[config.mk]
export PLATFORM = sky130hd
export DESIGN_NAME = uart_rx_ctrl
export DESIGN_NICKNAME = d
export VERILOG_FILES = /design/src/rtl/uart_rx_ctrl.sv
export SDC_FILE = /design/constraint.sdc
export NUM_CORES = 1
export LEC_CHECK = 0
export ABC_AREA = 0
export CAP_MARGIN = 25
export CORE_UTILIZATION = 41
export CTS_BUF_LIST = sky130_fd_sc_hd__clkbuf_8
export DETAILED_ROUTE_END_ITERATION = 16
export GPL_TIMING_DRIVEN = 0
export PLACE_DENSITY = 0.62
export SLEW_MARGIN = 10
export SYNTH_ARGS = -nofsm -noshare
export SYNTH_HDL_FRONTEND = slang
export SYNTH_SLANG_ARGS = --single-unit
[constraint.sdc]
create_clock -name clk -period 3.5 [get_ports clk]
set_input_delay 0.7 -clock clk [delete_from_list [all_inputs] [get_ports clk]]
set_output_delay 0.7 -clock clk [all_outputs]
set_load 0.02 [all_outputs]
[src/rtl/uart_rx_ctrl.sv]
// uart_rx_ctrl: host-side register block for the UART receive path.
// Holds LCR/IER/FCR/divisor, generates the 16x baud strobe, and buffers
// received characters with their error flags in a circular FIFO.
// Optional receive timeout detection is compiled in with UART_RX_TIMEOUT_EN.
module uart_rx_ctrl #(
  parameter int          DEPTH     = 16,
  parameter logic [15:0] DIV_RESET = 16'd1
) (
  input  logic       clk,
  input  logic       rst_n,
  input  logic       wr,
  input  logic       rd,
  input  logic [2:0] addr,
  input  logic [7:0] din,
  output logic [7:0] dout,
  input  logic       rx_push,
  input  logic [7:0] rx_data,
  input  logic       rx_pe,
  input  logic       rx_fe,
  input  logic       rx_bi,
  output logic       baud_pulse,
  output logic [1:0] wls,
  output logic       pen,
  output logic       eps,
  output logic       stick_parity,
  output logic       irq
);

  localparam int AW = $clog2(DEPTH);
  localparam logic [AW-1:0] PTR_ONE = 1;
  localparam logic [AW:0]   CNT_ONE = 1;

  logic [7:0]    lcr;
  logic [7:0]    dll;
  logic [7:0]    dlm;
  logic          erbfi;
  logic          elsi;
  logic [1:0]    trig;
  logic          div_wr;
  logic [15:0]   bcnt;
  logic [15:0]   div;

  logic [10:0]   mem [DEPTH];
  logic [AW-1:0] wptr;
  logic [AW-1:0] rptr;
  logic [AW:0]   count;

  logic          oe, pe, fe, bi;
  logic          dlab;
  logic          empty;
  logic          full;
  logic          rbr_rd;
  logic          lsr_rd;
  logic          pop;
  logic          flush;
  logic          push_ok;
  logic          oe_set;
  logic [7:0]    lsr;
  logic          to_irq;

  // Trigger level for the FIFO interrupt, saturated at the FIFO depth.
  function automatic logic [6:0] trig_level(input logic [1:0] t);
    logic [6:0] l;
    case (t)
      2'b00:   l = 7'd1;
      2'b01:   l = 7'd4;
      2'b10:   l = 7'd8;
      default: l = 7'd14;
    endcase
    if (int'(l) > DEPTH) l = 7'(DEPTH);
    return l;
  endfunction

  assign dlab         = lcr[7];
  assign wls          = lcr[1:0];
  assign pen          = lcr[3];
  assign eps          = lcr[4];
  assign stick_parity = lcr[5];
  assign div          = {dlm, dll};

  assign empty   = (count == '0);
  assign full    = (int'(count) == DEPTH);
  assign rbr_rd  = rd && (addr == 3'd0) && !dlab;
  assign lsr_rd  = rd && (addr == 3'd5);
  assign pop     = rbr_rd && !empty;
  assign flush   = wr && (addr == 3'd2) && din[1];
  // A pop in the same cycle frees a slot, so a full FIFO can still accept.
  assign push_ok = rx_push && !flush && (!full || pop);
  assign oe_set  = rx_push && !flush && full && !pop;
  assign lsr     = {3'b000, bi, fe, pe, oe, !empty};

  // Host register writes; flags a divisor write so the counter reloads next cycle.
  always_ff @(posedge clk or negedge rst_n) begin
    if (!rst_n) begin
      lcr    <= 8'h03;
      dll    <= DIV_RESET[7:0];
      dlm    <= DIV_RESET[15:8];
      erbfi  <= 1'b0;
      elsi   <= 1'b0;
      trig   <= 2'b00;
      div_wr <= 1'b0;
    end else begin
      div_wr <= 1'b0;
      if (wr) begin
        case (addr)
          3'd0: if (dlab) begin
            dll    <= din;
            div_wr <= 1'b1;
          end
          3'd1: if (dlab) begin
            dlm    <= din;
            div_wr <= 1'b1;
          end else begin
            erbfi  <= din[0];
            elsi   <= din[2];
          end
          3'd2: trig <= din[7:6];
          3'd3: lcr  <= din;
          default: ;
        endcase
      end
    end
  end

  // Baud down-counter: one-cycle strobe at zero, then reload with divisor-1.
  always_ff @(posedge clk or negedge rst_n) begin
    if (!rst_n) begin
      bcnt       <= DIV_RESET - 16'd1;
      baud_pulse <= 1'b0;
    end else if (div_wr) begin
      bcnt       <= div - 16'd1;
      baud_pulse <= 1'b0;
    end else if (div == 16'd0) begin
      baud_pulse <= 1'b0;
    end else if (bcnt == 16'd0) begin
      bcnt       <= div - 16'd1;
      baud_pulse <= 1'b1;
    end else begin
      bcnt       <= bcnt - 16'd1;
      baud_pulse <= 1'b0;
    end
  end

  // FIFO storage; contents need no reset since count gates every read.
  always_ff @(posedge clk) begin
    if (push_ok) mem[wptr] <= {rx_bi, rx_fe, rx_pe, rx_data};
  end

  // FIFO pointers and occupancy; flush overrides any push or pop.
  always_ff @(posedge clk or negedge rst_n) begin
    if (!rst_n) begin
      wptr  <= '0;
      rptr  <= '0;
      count <= '0;
    end else if (flush) begin
      wptr  <= '0;
      rptr  <= '0;
      count <= '0;
    end else begin
      if (push_ok) wptr <= wptr + PTR_ONE;
      if (pop)     rptr <= rptr + PTR_ONE;
      case ({push_ok, pop})
        2'b10:   count <= count + CNT_ONE;
        2'b01:   count <= count - CNT_ONE;
        default: ;
      endcase
    end
  end

  // Sticky line-status bits: cleared by an LSR read unless set in that same cycle.
  always_ff @(posedge clk or negedge rst_n) begin
    if (!rst_n) begin
      oe <= 1'b0;
      pe <= 1'b0;
      fe <= 1'b0;
      bi <= 1'b0;
    end else begin
      oe <= oe_set             | (oe & !lsr_rd);
      pe <= (push_ok && rx_pe) | (pe & !lsr_rd);
      fe <= (push_ok && rx_fe) | (fe & !lsr_rd);
      bi <= (push_ok && rx_bi) | (bi & !lsr_rd);
    end
  end

  // Registered read data, captured on the edge that samples rd.
  always_ff @(posedge clk or negedge rst_n) begin
    if (!rst_n) begin
      dout <= 8'h00;
    end else if (rd) begin
      case (addr)
        3'd0:    dout <= dlab ? dll : (empty ? 8'h00 : mem[rptr][7:0]);
        3'd1:    dout <= dlab ? dlm : {5'b00000, elsi, 1'b0, erbfi};
        3'd3:    dout <= lcr;
        3'd5:    dout <= lsr;
        default: dout <= 8'h00;
      endcase
    end
  end

`ifdef UART_RX_TIMEOUT_EN
  logic [9:0] tcnt;
  logic       timeout;

  // Character timeout: counts baud strobes while data sits idle in the FIFO.
  always_ff @(posedge clk or negedge rst_n) begin
    if (!rst_n) begin
      tcnt    <= '0;
      timeout <= 1'b0;
    end else begin
      if (push_ok || pop || flush || empty) tcnt <= '0;
      else if (baud_pulse && (tcnt != 10'd640)) tcnt <= tcnt + 10'd1;
      if (rbr_rd || flush) timeout <= 1'b0;
      else if (tcnt == 10'd640) timeout <= 1'b1;
    end
  end

  assign to_irq = erbfi && timeout;
`else
  assign to_irq = 1'b0;
`endif

  // Level interrupt from the FIFO threshold, line status and optional timeout.
  always_ff @(posedge clk or negedge rst_n) begin
    if (!rst_n) begin
      irq <= 1'b0;
    end else begin
      irq <= (erbfi && (7'(count) >= trig_level(trig))) ||
             (elsi && (oe || pe || fe || bi)) ||
             to_irq;
    end
  end

endmodule

Word-level counts from Yosys, hierarchy flattened
Memories as Yosys holds them, arrays and structs flattened.
Cells that the tools add are included.

word-level totals
  bits in registers = 72
  RAM bits = 176
  input bits = 27
  output and inout bits = 15
  word-level logic and storage cells = 109
  memories = 1

memory list
  name  depth  width  rd ports  clocked after memory_dff  write ports  RTL line  text
  mem   16     11     1         0                         1            43        logic [10:0] mem [DEPTH];

cells by class
  add/sub/neg operators = 6
  $lt $le $gt $ge = 2
  equality and inequality tests = 10
  multiplexer cells = 23
  bitwise gates (word level) = 9
  reductions and logical operators = 40

operators with widths
  operator                                                                         count
  16-bit two-way mux                                                               3
  16-bit zero test                                                                 2
  8-bit one-hot mux with 4 select lines                                            1
  16-bit by 1-bit subtractor with 16-bit output, second input constant             2
  8-bit two-way mux                                                                3
  4-bit two-way mux                                                                4
  1-bit logical AND                                                                15
  4-bit one-hot mux with 3 select lines                                            1
  5-bit one-hot mux with 2 select lines                                            1
  3-bit AND reduction                                                              3
  4-bit by 1-bit adder with 4-bit output, second input constant                    2
  1-bit two-way mux                                                                8
  5-bit by 7-bit >= comparator with 1-bit output                                   1
  7-bit by 5-bit greater-than comparator with 1-bit output, second input constant  1
  7-bit two-way mux                                                                1
  3-bit by 2-bit == test with 1-bit output, second input constant                  2
  1-bit zero test                                                                  6
  5-bit by 1-bit adder with 5-bit output, second input constant                    1
  5-bit == test, second input constant                                             1
  5-bit zero test                                                                  1
  1-bit logical OR                                                                 5
  5-bit two-way mux                                                                1
  5-bit by 1-bit subtractor with 5-bit output, second input constant               1
  1-bit AND                                                                        4
  other kinds (13)                                                                 20

Depth between registers and ports, before layout
Gate-level depths: netlist of run 1.

  word-level depth = 9
  gate-level depth with buffers = 12
  gate-level depth less buffers = 10

Worst setup path after synthesis of run 1
OpenSTA, ideal clock, no wires.

  kind = input -> register
  from = in addr[0]
  to = reg count[4]
  library setup time = 0.066 ns
  arrival = 3.117 ns
  required time = 3.434 ns
  slack = 0.317 ns
  stages on the path = 10
  buffers on the path = 1
  path through = buf_2 -> or4b_4 -> a211oi_1 -> nand2_1 -> xnor2_1 -> ha_1 -> nor4_1 -> a21oi_1 -> or4_1 -> nand2_1

on the way
  word-level cells in the longest chain between the ends = 9
  elaborated cells on any way between the ends = 16
  classes of those cells = eq/ne: 3; mux: 2; reduce/logical: 11

ends and longest elaborated chain
  what                                                                         RTL line  text
  start: declaration                                                           13        input logic [2:0] addr,
  3-bit by 2-bit == test with 1-bit output or 3-bit zero test (tied branches)  86, 83
  1-bit logical AND (on tied branches) (2 in a row)                            86, 83
  1-bit zero test or 1-bit logical AND (tied branches)                         88, 85
  1-bit logical AND or 1-bit logical OR (tied branches)                        88        assign push_ok = rx_push && !flush && (!full || pop);
  1-bit logical AND                                                            88
  2-bit by 1-bit == test with 1-bit output or 2-bit == test (tied branches)    162       case ({push_ok, pop})
  5-bit one-hot mux with 2 select lines                                        162
  5-bit two-way mux                                                            155       end else if (flush) begin
  end signal: assignment                                                       163       2'b10: count <= count + CNT_ONE;
  end signal: assignment                                                       164       2'b01: count <= count - CNT_ONE;
  end: declaration                                                             46        logic [AW:0] count;

Several ways; a longest one is shown, not always the timed one.
A chain may end at the register's enable or synchronous reset.

Worst setup path after layout of run 1
  from = in addr[0]
  to = mem mem[13][4], enable pin

on the way
  word-level cells in the longest chain between the ends = 8
  elaborated cells on any way between the ends = 13
  classes of those cells = eq/ne: 1; mux: 2; reduce/logical: 10

ends and longest elaborated chain
  what                                                                         RTL line  text
  3-bit by 2-bit == test with 1-bit output or 3-bit zero test (tied branches)  86, 83
  1-bit logical AND (on tied branches) (2 in a row)                            86, 83
  1-bit zero test or 1-bit logical AND (tied branches)                         88, 85
  1-bit logical AND or 1-bit logical OR (tied branches)                        88
  1-bit logical AND (*)                                                        88
  1-bit two-way mux (*)                                                        146       if (push_ok) mem[wptr] <= {rx_bi, rx_fe, rx_pe, rx_data};
  1-bit two-way mux (implied by the code) (*)                                  146
  end: declaration                                                             43

Mark *: on every way between the ends. The rest lies on a longest branch, timed or not.

==> impl_metrics.yaml, run 1 <==
drt:
  drt_iter0_markers: 480
  routedWlPerCell_um: 20.5
  vias: 5659
  vias_per_cell: 5.66
  drc: 0
  wl_um: 20500
  first_pass_iters: 8
  ant_nets: 0
setup_path:
  cp_slowest_stage_delay_ps: 600
  timing.rr.end: "dout[1]"
  crit_chain: "clkdlybuf4s50_1 > buf_2 > or4b_4 > o211ai_1 > and2_1 > clkbuf_1 > and4_1"
  cp-start-kind: "primary input"
  worst-path-max-fanout: 10
  reg2reg_slack_ps: 260
  cp_slowest_cell: "and4_1"
  crit_required_ps: 3610
  crit_type: "primary input to flip-flop"
  r2r_cells: 7
  r2r-start: "rptr[1]"
  cp-end-kind: "flip-flop"
  arrival_ps: 3510
sta:
  fmax_ghz: 0.295
  final-hold-violation-count: 0
  slew_headroom_pct: 43.6
  finalClockSkew_ps: 17.7
  worstMarginPinSlew_ps: 846
  timing.hold.ws_ps: 57.0
  fin_crit_sh_pct: 97.0
  setup_tns_ps: 0
  drv_slew: 0
  setup_violations: 0
  finalCriticalPeriod_ps: 3400
logic_synthesis:
  synth_top_area_share_pct: 42.2
  synth_top_cells_by_area: "edfxtp_1 42%, dfrtp_1 19%, mux4_2 9.4%"
  synth_area_mm2: 0.00910
  yosysMostFrequentCell: "edfxtp_1"
  synth_enable_flop_cells: 128
  synth_nets: 688
  synthArstFlopShare_pct: 36.0
  synthCells: 647
  synth.top_cells.by_count: "128 x edfxtp_1, 69 x dfrtp_1, 50 x nand2_1"
  yosysTopAreaCell: "edfxtp_1"
  ys_types: 65
  yosysSeqAreaShare_pct: 62.1
  yosysWarnings: 0
  synth_flop_cell: "edfxtp_1"
  avgSynthCellArea_um2: 14.1
  ys_ff_latch: 200
clock_network:
  htreeDepth: 4
  hold_buffers: 0
  cts_max_path_buffers: 2
  cts.repair_timing.setup_buffer_count: 0
  cts_resized: 1
  cts-root-buf: "clkbuf_8"
  numCtsBuffers: 17
  clock-sinks: 200
  cts_tree: "built"
  clk_latency_ps: 490
  clk_pin_slew_ps: 110
placement:
  hpwl_um: 14100
  gp_congestion: 0.896
  io_buffers: 39
  place_area_mm2: 0.00987
floorplan:
  start_util_pct: 41.7
  dieWidth_um: 151
  coreArea_mm2: 0.0218
  die_h_um: 151
  rows: 54
  io_pins: 42
  fp.dieArea_mm2: 0.0228
global_route:
  grt_pass1_wl_um: 31700
  grt_start_max_net_pins: 62
  antenna_found_initial: 0
  grt-ovfl-total: 0
  grt_pass1_vias: 5582
  grtUsageTotal_pct: 19.0
layout:
  area_growth_pct: 13.6
  multi_input_area_mm2: 0.00323
  layout.nets: 747
  diodes: 0
  layout-drive-gt1-share_pct: 17.1
  nFillCells: 1860
  seq_area_mm2: 0.00565
  final_area_mm2: 0.0103
pwr:
  powerDensity_mw_per_mm2: 687
  p_int_w: 0.00465
  p_seq_share_pct: 46.7
  max-vdd-ir-drop_mv: 0.334
  p_switching_w: 0.00245
  pwr-share-clk_pct: 22.9
  pwr-share-comb_pct: 30.5
  p_total_w: 0.00710
  power.leakage_nw: 3.70
  swShare_pct: 34.5
flow_run:
  max_cap_viol_count: 0
hold_path:
  hold_path_class: "primary input to async pin"
status:
  status: "finished clean"
==> layer usage <==
layer / share of wire [%] / global-route usage [%] / up-vias
met1: 45 / 26.8 / 2847
met2: 47 / 30.1 / 183
li1: - / - / 2606
met4: 1.3 / 5.45 / 0
met3: 6.0 / 3.37 / 23
met5: 0 / 0 / -
==> flip-flops by register name (all words and copies together), names as in the netlist, 2 cells and up <==
| signal | cells |
|---|---|
| mem | 128 |
| bcnt | 16 |
| dll | 8 |
| dlm | 8 |
| dout | 8 |
| lcr | 8 |
| count | 5 |
| rptr | 4 |
| wptr | 4 |
| trig | 2 |
==> critical path, delay by kind of cell <==
| kind | cells | cell delay, ps |
|---|---|---|
| AO/OA/AOI/OAI | 1 | 300 |
| buffers and inverters | 3 | 1040 |
| AND/OR/NAND/NOR | 3 | 1460 |
==> worst max-delay path by stage <==
stage | cells past startpoint | endpoint | slack, ps | startpoint
global placement | 1 | bcnt[4] | -680 | rst_n
finish | 7 | mem[13][4] | 100 | addr[0]
floorplan | 10 | count[4] | 320 | addr[0]
CTS | 11 | count[4] | 150 | addr[0]
detailed placement | 11 | count[4] | -500 | addr[0]
global route | 7 | mem[13][4] | -5 | addr[0]
==> cells by family after synthesis <==
kind of cell	synth area share (%)
buf+inv	2.64
fa+ha+maj	1.92
mux	13.2
flops	62.1
simple gates	10.7
xor+xnor	2.02
compound gates	7.52
==> cell type report <==
class / instances / share of cell area [%]
repair buffers: 40 / 4.02
clock inverters: 15 / 2.17
flip-flops and latches: 200 / 54.6
inverters: 17 / 0.617
clock buffers: 17 / 2.26
well taps: 280 / 3.39
multi-input cells: 393 / 31.2
plain buffers: 37 / 1.71
==> power groups by stage <==
stage | Sequential (W) | Clock (W) | Combinational [W]
floorplan | 0.00327 | 0 | 0.00153
global placement | 0.00333 | 0 | 0.00212
detailed placement | 0.00335 | 0 | 0.00217
CTS | 0.00330 | 0.00165 | 0.00218
global route | 0.00337 | 0.00174 | 0.00239
finish | 0.00331 | 0.00162 | 0.00216
==> layout by cell type (no fill, tap or decap), types with 11 or more instances in the layout <==
cell             synthesis  final
edfxtp_1               128    128
dfrtp_1                 69     69
nand2_1                 50     50
mux4_2                  38     38
clkdlybuf4s50_1          0     38
nor2_1                  37     37
o21ai_0                 31     31
a21oi_1                 25     25
mux2_2                  25     25
clkbuf_1                23     23
inv_1                   17     17
clkbuf_8                 0     17
and2_1                  15     15
nor3_1                  14     14
ha_1                    14     14
xnor2_1                 11     11
==> metrics by stage <==
step,worst slack (ps),util [%],std cells
finish,105,47.4,999
detailed placement,-495,45.2,967
floorplan,317,-,647
global route,-5.09,47.4,999
global placement,-682,45.1,966
CTS,147,47.3,999
No activity file was read; power rests on OpenSTA's default activity.
==> inputs of run 2 (changes only) <==
--- a/config.mk
+++ b/config.mk
@@ -11,7 +11,8 @@
 export CTS_BUF_LIST = sky130_fd_sc_hd__clkbuf_8
 export DETAILED_ROUTE_END_ITERATION = 16
 export GPL_TIMING_DRIVEN = 0
-export PLACE_DENSITY = 0.62
+export HOLD_SLACK_MARGIN = 0.03
+export PLACE_DENSITY_LB_ADDON = 0.1
 export SLEW_MARGIN = 10
 export SYNTH_ARGS = -nofsm -noshare
 export SYNTH_HDL_FRONTEND = slang
==> impl_metrics.yaml, run 2 (synthesis gave the netlist of run 1 again) <==
status:
  status: "finished clean"
setup_path:
  path_depth: 11
  timing.rr.end: "dout[1]"
  r2r-start: "rptr[1]"
  crit_chain: "clkdlybuf4s50_1 > buf_2 > or4b_4 > a211oi_2 > nand2_1 > xnor2_1 > ha_1 > nor4_1 > a21oi_1 > or4_1 > nand2_1"
  cp-start-kind: "primary input"
  cp_slowest_stage_delay_ps: 590
  critPathBufInv: 2
  cp_slowest_cell: "or4b_4"
  cp-startpoint: "addr[0]"
  crit_required_ps: 3910
  reg2reg_slack_ps: 330
  arrival_ps: 3760
  r2r_cells: 7
  worst-path-max-fanout: 10
  critPathCapture: "count[4]"
  crit_family: "simple AND/OR/NAND/NOR gates"
  critPathMostFrequentCell: "nand2_1"
  cp-end-kind: "flip-flop"
  crit_type: "primary input to flip-flop"
clock_network:
  clock-sinks: 200
  cts_tree: "built"
  numCtsBuffers: 17
  cts.repair_timing.setup_buffer_count: 0
  cts-root-buf: "clkbuf_8"
  htreeDepth: 4
  clk_latency_ps: 460
  cts_max_path_buffers: 2
  clk_pin_slew_ps: 110
drt:
  routedWlPerCell_um: 21.5
  drc: 0
  ant_nets: 0
  vias_per_cell: 5.63
  drt_iter0_markers: 446
  vias: 5632
  wl_um: 21500
  first_pass_iters: 5
sta:
  final-hold-violation-count: 0
  drv_slew: 0
  fmax_ghz: 0.299
  setup_slack_ps: 154
  fin_crit_sh_pct: 95.6
  slew_headroom_pct: 49.4
  setup_violations: 0
  finalClockSkew_ps: 14.8
  finalCriticalPeriod_ps: 3350
  rsz0062_at_grt: "no"
  worstMarginPinSlew_ps: 759
global_route:
  grtUsageTotal_pct: 20.3
  grt_pass1_vias: 5653
  grt_pass1_wl_um: 33200
  grt_start_max_net_pins: 48
  antenna_found_initial: 0
  grt-ovfl-total: 0
layout:
  area_growth_pct: 12.9
  nFillCells: 1967
  largest_register_ffs: 128
  final_common_cell: "edfxtp_1"
  largest_register: "mem"
  layout-drive-gt1-share_pct: 16.7
  diodes: 0
  layout.nets: 748
  largestRegisters: "mem (128), bcnt (16)"
  final_cell_mix: "128 x edfxtp_1, 69 x dfrtp_1, 50 x nand2_1, 38 x mux4_2, 38 x clkdlybuf4s50_1"
  final_core_util_pct: 47.1
pwr:
  max-vdd-ir-drop_mv: 0.298
  powerDensity_mw_per_mm2: 675
  power.leakage_nw: 3.68
hold_path:
  hold_path_class: "primary input to async pin"
placement:
  gp_congestion: 0.829
  hpwl_um: 14600
  pre_cts_ws_ps: -429
  io_buffers: 39
floorplan:
  fp.dieArea_mm2: 0.0228
  start_util_pct: 41.7
  die_h_um: 151
  io_pins: 42
  rows: 54
  coreArea_mm2: 0.0218
  dieWidth_um: 151
flow_run:
  max_cap_viol_count: 0
[run 2: changes by cell type in the layout (fill, tap and decap cells not counted)]
| cell | delta |
|---|---|
| bufinv_16 | -1 |
| inv_1 | +2 |
| clkinv_2 | +1 |
| clkinv_4 | +2 |
| inv_8 | -3 |
| clkinv_1 | +1 |
| nor4_2 | -1 |
| buf_8 | +1 |
| clkinvlp_4 | +1 |
| clkinv_8 | -3 |
| nor4_1 | +1 |
[run 2: where the power goes]
part	internal (W)	switching (W)	total (W)
Combinational	0.00103	0.00116	0.00219
Sequential	0.00295	0.000368	0.00331
Clock	0.000582	0.000856	0.00144
[run 2: what timing repair did]
item | 4_1_cts | 5_1_grt
endpoints found under the setup margin | 0 | 17
resized for setup | 0 | 4
hold buffers | 0 | 0
[run 2: per-layer routing]
layer  global-route usage (%)  wire (µm)
met5                        0          0
met4                     6.15        316
met3                     3.10        916
met2                     32.8      10400
met1                     28.2       9830
[run 2: through the flow]
step | hold slack [ps] | TNS [ps] | area, µm² | power, W | cells
floorplan | 404 | 0 | 9100 | 0.00480 | 647
global placement | 477 | -78140 | 9840 | 0.00550 | 966
detailed placement | 479 | -31250 | 9870 | 0.00555 | 967
CTS | 110 | 0 | 10300 | 0.00699 | 999
global route | 114 | 0 | 10300 | 0.00735 | 1000
finish | 129 | 0 | 10300 | 0.00694 | 1000
[run 2: how the worst min path moves through the flow]
stage                 endpoint  depth (start not counted)
CTS                   count[3]                          1
floorplan           baud_pulse                          0
finish                count[3]                          1
detailed placement  baud_pulse                          1
global route          count[2]                          1
global placement        lcr[1]                          2
[run 2: area by class of cell]
class,count,area (µm²),area share [%]
buffer,37,176,1.72
multi-input combinational,393,3220,31.3
tap,280,350,3.41
inverter,17,63.8,0.621
sequential,200,5650,55.0
timing repair buffer,41,430,4.19
clock inverter,15,153,1.49
clock buffer,17,234,2.28
